File: src/rtl/action_selector.sv
// Epsilon-greedy action selector: sweeps one state's Q-values from the action
// RAM, tracks the signed argmax and optionally explores using an LFSR.
module action_selector #(
  parameter int STATE_W = 4,
  parameter int ACT_W   = 2,
  parameter int DATA_W  = 16,
  parameter int ADDR_W  = 6
) (
  input  logic               clk,
  input  logic               rst,
  input  logic               start,
  input  logic [STATE_W-1:0] state_in,
  input  logic               explore_en,
  input  logic [7:0]         epsilon,
  output logic               ram_en,
  output logic [ADDR_W-1:0]  ram_rd_addr,
  input  logic [DATA_W-1:0]  ram_data_out,
  output logic               busy,
  output logic               done,
  output logic [ACT_W-1:0]   action,
  output logic [DATA_W-1:0]  q_max,
  output logic               explored
);

  typedef enum logic [2:0] {
    IDLE, READ, DRAIN, DECIDE, DONE
  } fsm_t;

  fsm_t fsm, fsm_nxt;

  logic [STATE_W-1:0]       state_q;
  logic [ACT_W-1:0]         act_cnt;
  logic [ACT_W-1:0]         idx_q;
  logic [ACT_W-1:0]         best_idx;
  logic signed [DATA_W-1:0] best_q;
  logic                     valid_q;
  logic                     first_q;
  logic [15:0]              lfsr;
  logic                     fb;
  logic                     last;
  logic                     explore;

  assign last    = &act_cnt;
  assign fb      = lfsr[15] ^ lfsr[13] ^ lfsr[12] ^ lfsr[10];
  assign explore = explore_en && (lfsr[7:0] < epsilon);

  assign ram_rd_addr = {state_q, act_cnt};

  always_comb begin
    fsm_nxt = fsm;
    ram_en  = 1'b0;
    busy    = 1'b0;
    done    = 1'b0;
    unique case (fsm)
      IDLE: begin
        if (start) fsm_nxt = READ;
      end
      READ: begin
        ram_en = 1'b1;
        busy   = 1'b1;
        if (last) fsm_nxt = DRAIN;
      end
      DRAIN: begin
        ram_en  = 1'b1;
        busy    = 1'b1;
        fsm_nxt = DECIDE;
      end
      DECIDE: begin
        busy    = 1'b1;
        fsm_nxt = DONE;
      end
      DONE: begin
        done    = 1'b1;
        fsm_nxt = IDLE;
      end
      default: fsm_nxt = IDLE;
    endcase
  end

  always_ff @(posedge clk) begin
    if (rst) begin
      fsm      <= IDLE;
      state_q  <= '0;
      act_cnt  <= '0;
      idx_q    <= '0;
      best_idx <= '0;
      best_q   <= '0;
      valid_q  <= 1'b0;
      first_q  <= 1'b0;
      lfsr     <= 16'hACE1;
      action   <= '0;
      q_max    <= '0;
      explored <= 1'b0;
    end else begin
      fsm     <= fsm_nxt;
      lfsr    <= {lfsr[14:0], fb};
      // RAM data lags the address by one cycle
      valid_q <= (fsm == READ);
      first_q <= (fsm == READ) && (act_cnt == '0);
      idx_q   <= act_cnt;
      if (fsm == IDLE && start) begin
        state_q  <= state_in;
        act_cnt  <= '0;
        best_q   <= '0;
        best_idx <= '0;
      end
      if (fsm == READ && !last) begin
        act_cnt <= act_cnt + 1'b1;
      end
      if (valid_q &&
          (first_q || $signed(ram_data_out) > best_q)) begin
        best_q   <= $signed(ram_data_out);
        best_idx <= idx_q;
      end
      if (fsm == DECIDE) begin
        q_max <= best_q;
        if (explore) begin
          action   <= lfsr[ACT_W+7:8];
          explored <= 1'b1;
        end else begin
          action   <= best_idx;
          explored <= 1'b0;
        end
      end
    end
  end

endmodule
File: config.mk
export PLATFORM = sky130hd
export DESIGN_NAME = action_selector
export DESIGN_NICKNAME = d
export VERILOG_FILES = /design/src/rtl/action_selector.sv
export SDC_FILE = /design/constraint.sdc
export NUM_CORES = 1
export LEC_CHECK = 0
export CORE_ASPECT_RATIO = 2
export CORE_MARGIN = 2
export CORE_UTILIZATION = 47
export DETAILED_ROUTE_END_ITERATION = 10
export GPL_TIMING_DRIVEN = 0
export PLACE_DENSITY = 0.76
export SYNTH_ARGS = -nofsm -noshare
export SYNTH_HDL_FRONTEND = slang
export SYNTH_SLANG_ARGS = --single-unit
File: constraint.sdc
create_clock -name clk -period 2.3 [get_ports clk]
set_clock_uncertainty 0.1 [all_clocks]
set_input_delay 0.345 -clock clk [delete_from_list [all_inputs] [get_ports clk]]
set_output_delay 0.345 -clock clk [all_outputs]
set_load 0.01 [all_outputs]
==> results of run 1 <==
==> sequential cells by signal (all words and copies together), names as in the netlist <==
name	count
best_idx	2
idx_q	2
q_max	16
action	2
fsm	3
first_q	1
best_q	16
valid_q	1
lfsr	16
explored	1
act_cnt	2
state_q	4
==> Yosys cell counts, types with 2 or more instances <==
master / n
a211oi_1: 3
a21oi_1: 45
and2_1: 2
buf_1: 2
buf_2: 5
buf_6: 2
clkbuf_1: 11
dfxtp_1: 66
ha_1: 25
inv_1: 26
mux2i_1: 3
nand2_1: 49
nand2b_1: 4
nand3b_1: 3
nand4_1: 20
nor2_1: 13
nor2b_1: 10
nor3_1: 3
nor4_4: 2
o21ai_0: 5
o311ai_1: 18
or2_2: 8
xor2_1: 2
==> kinds of logic after synthesis <==
kind of cell    Yosys count
mux                       3
buf+inv                  48
xor+xnor                  3
compound gates           85
simple gates            119
fa+ha+maj                25
flops                    66
==> area by class of cell <==
| type | instances | area [µm²] | share of cell area, % |
|---|---|---|---|
| clock inverter | 3 | 40.04 | 0.8791 |
| inverter | 26 | 97.59 | 2.143 |
| sequential | 66 | 1331 | 29.23 |
| multi-input combinational | 235 | 1852 | 40.66 |
| clock buffer | 12 | 246.5 | 5.412 |
| timing repair buffer | 78 | 762.0 | 16.73 |
| buffer | 20 | 115.1 | 2.527 |
| tap | 88 | 110.1 | 2.418 |
==> power by group <==
group / total [mW] / internal (mW) / leakage [nW] / switching [mW]
registers: 1.22 / 1.19 / 0.542 / 0.0341
logic: 0.452 / 0.219 / 0.944 / 0.234
clock network: 1.32 / 0.858 / 0.142 / 0.466
==> repair_timing <==
| action | 4_1_cts | 5_1_grt |
|---|---|---|
| pin swaps | 20 | 7 |
| resized for setup | 45 | 24 |
| setup endpoints to repair | 18 | 20 |
| endpoints found under the hold margin | 0 | 0 |
| cloned | 1 | 0 |
| setup buffers | 17 | 3 |
==> final timing paths <==
path,startpoint,slack [ps],endpoint
worst max register to register,best_q[5],-110,best_q[7]
worst min-delay path,rst,260,lfsr[14]
worst min register to register,lfsr[14],320,lfsr[15]
worst max-delay path,best_q[5],-110,best_q[7]
==> through the flow <==
stage               power (mW)  instances  area, µm²  util [%]
floorplan                1.443        349       3110         -
global placement         1.568        495       3801     58.33
detailed placement       1.584        495       3801     58.33
CTS                      2.970        526       4393     67.42
global route             3.101        528       4554     69.89
finish                   2.999        528       4554     69.89
==> per-layer routing <==
metal	GRT usage (%)	share of wire (%)	wire, µm
met5	0	0	0
met4	11.44	3.9	346
met3	5.863	5.9	527
met2	40.86	52	4627
met1	29.18	38	3363
==> layout by cell type, fill, tap and decap left out, types with 5 or more instances in the layout <==
master,synthesis,routed
nor2b_1,10,10
or2_2,8,8
nor2_1,13,12
nand4_1,20,20
dlygate4sd2_1,0,10
clkbuf_16,0,9
clkdlybuf4s50_1,0,48
ha_1,25,19
ha_4,0,5
o311ai_2,0,10
clkbuf_1,11,13
a21oi_1,45,41
nand2_1,49,49
inv_1,26,24
dfxtp_2,0,8
buf_4,1,18
dfxtp_1,66,58
o311ai_1,18,5
buf_6,2,5
==> run summary, run 1 <==
outcome -> complete, but fails checks
failing checks -> negative setup slack
Max stage delay on crit path -> 340 ps
number of port buffers -> 58
Synth area leader -> dfxtp_1
DR DRC count -> 0
post-route setup TNS -> -1045 ps
# IOs -> 60
Post-Synth Simple-Gate Area -> 20.15%
pwr dens -> 658.4 mW/mm²
worst setup margin -> -108.4 ps
Yosys cell types -> 45
Worst Tran Pin Value -> 751.8 ps
Initial Utilization -> 47.73%
max_slew headroom -> 49.17%
post-synthesis sequential area ratio -> 42.48%
Mapped Avg Cell Area -> 8.913 µm²
max frequency -> 0.4152 GHz
CP cell instances -> inv_2 -> ha_4 -> a211oi_4 -> o211ai_1 -> a31oi_4 -> buf_6 -> buf_6 -> nor4_4 -> buf_6 -> o311ai_2 -> a21oi_2
ratio of cells with drive above 1 in the final layout -> 22.05%
number of synthesized register bits -> 66
CP dominant cell by count -> buf_6
largest net degree at the start of global routing -> 11
H-tree depth -> 3
top cell type's share of synthesized area -> 42.48%
Clock Pin Slew Worst Setup and Hold Paths -> 50 ps
Worst EP required -> 2400 ps
clk_lat worst skew -> 330 ps
worst hold-check path type -> in -> reg
wire per inst -> 16.79 µm
# setup viols final -> 17
MaxCap Viol Count -> 0
Post-CTS Hold Buffers -> 0
crit share post-route -> 104.7%
WL final -> 8864 µm
Slew Limit Fails -> 0
hpwl dp -> 5971 µm
Max Buffers Root-to-Sink -> 2
drt pass-1 iters -> 5
Worst Path Max Fanout -> 10
Crit path buffers/inverters -> 4
RSZ-0062 raised after global routing -> yes
layout filler cell count -> 538
Top Family by Delay on Critical Path -> compound AO/OA/AOI/OAI gates
xor/xnor share of the synthesized area -> 0.8447%
Root Driver -> clkbuf_16
die area -> 0.007325 mm²
Die Y -> 119.1 µm
Leak Pwr -> 1.629 nW
Synth async-reset ratio -> 0%
first-pass GRT wire length -> 13,730 µm
number of enable flip-flop cells after synthesis -> 0
Cells after Synth -> 349
minimum clock period -> 2408 ps
post-synthesis mux area share -> 0.9654%
FF-to-FF path depth -> 11
gr usage total -> 24.86%
nets@finish -> 493
Final Hold Fails -> 0
WP data arrival -> 2500 ps
largest family of logic cells by synthesized area -> simple AND/OR/NAND/NOR gates
final hold slack -> 264.0 ps
routability cong. -> 0.8117
Peak supply drop -> 0.6683 mV
WP depth -> 11
crit path kind -> reg -> reg
Worst Setup End Kind -> register
Core Region -> 0.006516 mm²
Final ANT Viol Nets -> 0
Synth Area in Compound Gates -> 18.54%
Post-Syn Nets -> 406
gr ovfl total -> 0
vias in the first global route -> 3,035
CTS Buf Count -> 9
Startpoint Class -> register
clk sinks -> 66
Vias -> 2,996
antenna fix cells -> 0
CTS tree -> built
cells taking the most area after synthesis -> dfxtp_1 42%, ha_1 10%, a21oi_1 7.2%
Die Wd -> 61.53 µm
DR iter-0 viols -> 151
slowest cell on the critical path -> o311ai_2
area of the mapped netlist -> 0.003110 mm²
P&R area growth vs syn -> 46.42%
Row Count -> 42
DR vias/cell -> 5.674
synth warn -> 0
hold path cells -> 2
initial antenna violation count -> 0
Post-Place Worst Slack -> -586.7 ps
Synth Flop Type -> dfxtp_1
Post-Synth Adder-Cell Area -> 10.06%
Power figures use the tool's default switching activity.
==> run 2, diff against run 1 <==
- PLACE_DENSITY: 0.76 -> 0.85
- SLEW_MARGIN: not set -> 30
==> run 2 against run 1 <==
The flow still finishes with violations (negative setup slack). Register-to-register slack worse by 40 ps. Core utilization grew 0.77 points. Global-route usage down 2.5 points. Die area unchanged. Highest routed layer unchanged.
==> run summary, run 2 (synthesis gave the netlist of run 1 again) <==
combinational power share -> 15.4%
routability cong. -> 0.8659
register share of total power -> 40.6%
Die Y -> 119.1 µm
Core Region -> 0.006516 mm²
hold path cells -> 2
nets@finish -> 490
largest net degree at the start of global routing -> 11
Sw Ratio -> 24.71%
crit share post-route -> 106.3%
Pwr Total -> 3.005 mW
Slew Limit Fails -> 0
Max Buffers Root-to-Sink -> 2
met2 Use GR -> 35.13%
max frequency -> 0.4089 GHz
clk sinks -> 66
CTS Buf Count -> 9
gr ovfl total -> 0
Worst Tran Pin Value -> 840.8 ps
Worst EP required -> 2390 ps
first-pass GRT wire length -> 12,500 µm
MaxCap Viol Count -> 0
worst hold-check path type -> in -> reg
R2R Setup Slk -> -150 ps
Clock Pin Slew Worst Setup and Hold Paths -> 50 ps
post-route cell area -> 0.004604 mm²
Worst Setup End Kind -> register
failing checks -> negative setup slack
vias in the first global route -> 2,754
P&R area growth vs syn -> 48.03%
RSZ-0062 raised after global routing -> yes
most frequent cells in the layout -> 59 x dfxtp_1, 49 x nand2_1, 49 x clkdlybuf4s50_1, 41 x a21oi_1, 24 x inv_1
busiest grt layer -> met2
Placed Instance Area -> 0.003801 mm²
Int Pwr -> 2.263 mW
Worst Path Max Fanout -> 8
Clock Power Share -> 44.0%
CTS tree -> built
WP data arrival -> 2530 ps
Vias -> 2,933
drt pass-1 iters -> 4
clk_lat worst skew -> 330 ps
grt met1 use -> 27.14%
max_slew headroom -> 43.15%
Final Hold Fails -> 0
largest registers -> best_q: 16 flops, lfsr: 16 flops, q_max: 16 flops
FF-to-FF path depth -> 9
most common cell after layout, fill and taps aside -> dfxtp_1
outcome -> complete, but fails checks
Final ANT Viol Nets -> 0
min-delay src -> rst
Initial Utilization -> 47.73%
initial antenna violation count -> 0
Row Count -> 42
hold endpoint -> lfsr[12]
# IOs -> 60
M3 GR Usage -> 7.058%
Die Wd -> 61.53 µm
gr usage total -> 22.35%
Util after Layout -> 70.66%
ratio of cells with drive above 1 in the final layout -> 22.43%
WL final -> 9248 µm
DR iter-0 viols -> 188
H-tree depth -> 3
Post-CTS Hold Buffers -> 0
Peak supply drop -> 0.6653 mV
minimum clock period -> 2445 ps
Post-Place Worst Slack -> -589.4 ps
hpwl dp -> 5222 µm
Root Driver -> clkbuf_16
pwr dens -> 652.7 mW/mm²
DR vias/cell -> 5.587
P_sw -> 0.7428 mW
worst setup margin -> -145.4 ps
antenna fix cells -> 0
wire per inst -> 17.62 µm
DR DRC count -> 0
worst reg2reg path startpoint -> best_q[5]
R2R Path End -> best_q[3]
Leak Pwr -> 1.619 nW
Startpoint Class -> register
# setup viols final -> 18
crit path kind -> reg -> reg
die area -> 0.007325 mm²
number of port buffers -> 58
[run 2: changes by cell type in the layout (fill, tap and decap cells not counted), moves of 2 or more]
cell / delta
buf_4: -8
o311ai_1: -5
o311ai_4: +4
buf_6: +2
dfxtp_2: -2
[run 2: power groups by stage]
| stage | clock, mW | sequential, mW | combinational, mW |
|---|---|---|---|
| 2_1_floorplan | 0 | 1.23 | 0.210 |
| 3_3_place_gp | 0 | 1.24 | 0.328 |
| 3_5_place_dp | 0 | 1.24 | 0.335 |
| 4_1_cts | 1.33 | 1.22 | 0.367 |
| 5_1_grt | 1.38 | 1.22 | 0.497 |
| 6_report | 1.32 | 1.22 | 0.461 |
[run 2: what timing repair did]
action | in CTS | in global routing
resized for setup | 33 | 46
setup buffers | 9 | 7
setup endpoints to repair | 18 | 20
pin swaps | 18 | 32
gates cloned | 0 | 2
[run 2: worst max-delay path, stage by stage, from the launching register on]
cell and delay [ps]:
dfxtp_4 380, inv_4 40, ha_4 230, a211oi_4 280
o21ai_2 110, nor4_4 450, nor4_4 90, buf_6 180
o311ai_2 300, a21oi_1 130
[run 2: how the worst max path moves through the flow]
| stage | start | to | slack (ps) | cells after the start |
|---|---|---|---|---|
| after floorplan | best_q[5] | best_idx[0] | 70 | 10 |
| after CTS | ram_data_out[14] | best_q[7] | 0.2 | 9 |
| after global routing | best_q[5] | best_q[3] | -310 | 9 |
| after detailed placement | ram_data_out[5] | best_q[12] | -590 | 9 |
| final | best_q[5] | best_q[3] | -150 | 9 |
| after global placement | ram_data_out[5] | best_q[10] | -540 | 9 |
[run 2: per-stage QoR]
step           cells  TNS [ps]  hold slack, ps
6_report         525     -1415           263.9
3_5_place_dp     495     -9433           305.5
2_1_floorplan    349         0           289.5
3_3_place_gp     495     -9089           293.9
5_1_grt          525     -4271           304.6
4_1_cts          517         0           260.4
[run 2: routing by layer]
| metal | up-vias | part of all wire [%] | wire length [µm] |
|---|---|---|---|
| li1 | 1411 | - | - |
| met3 | 37 | 5.4 | 497 |
| met1 | 1371 | 39 | 3591 |
| met4 | 0 | 3.8 | 352 |
| met5 | - | 0 | 0 |
| met2 | 114 | 52 | 4806 |
[run 2: final cells by class]
type	count	area, µm²
Clock inverter	3	40.04
Timing Repair Buffer	75	749.5
Buffer	20	116.4
Sequential cell	66	1333
Clock buffer	12	246.5
Inverter	26	100.1
Fill cell	473	1912
Tap cell	88	110.1
Multi-Input combinational cell	235	1909
==> run 3, diff against run 2 <==
- SLEW_MARGIN: 30 -> 0
==> results of run 3 <==
Final layout, timing and power as in run 2 (identical DEF).
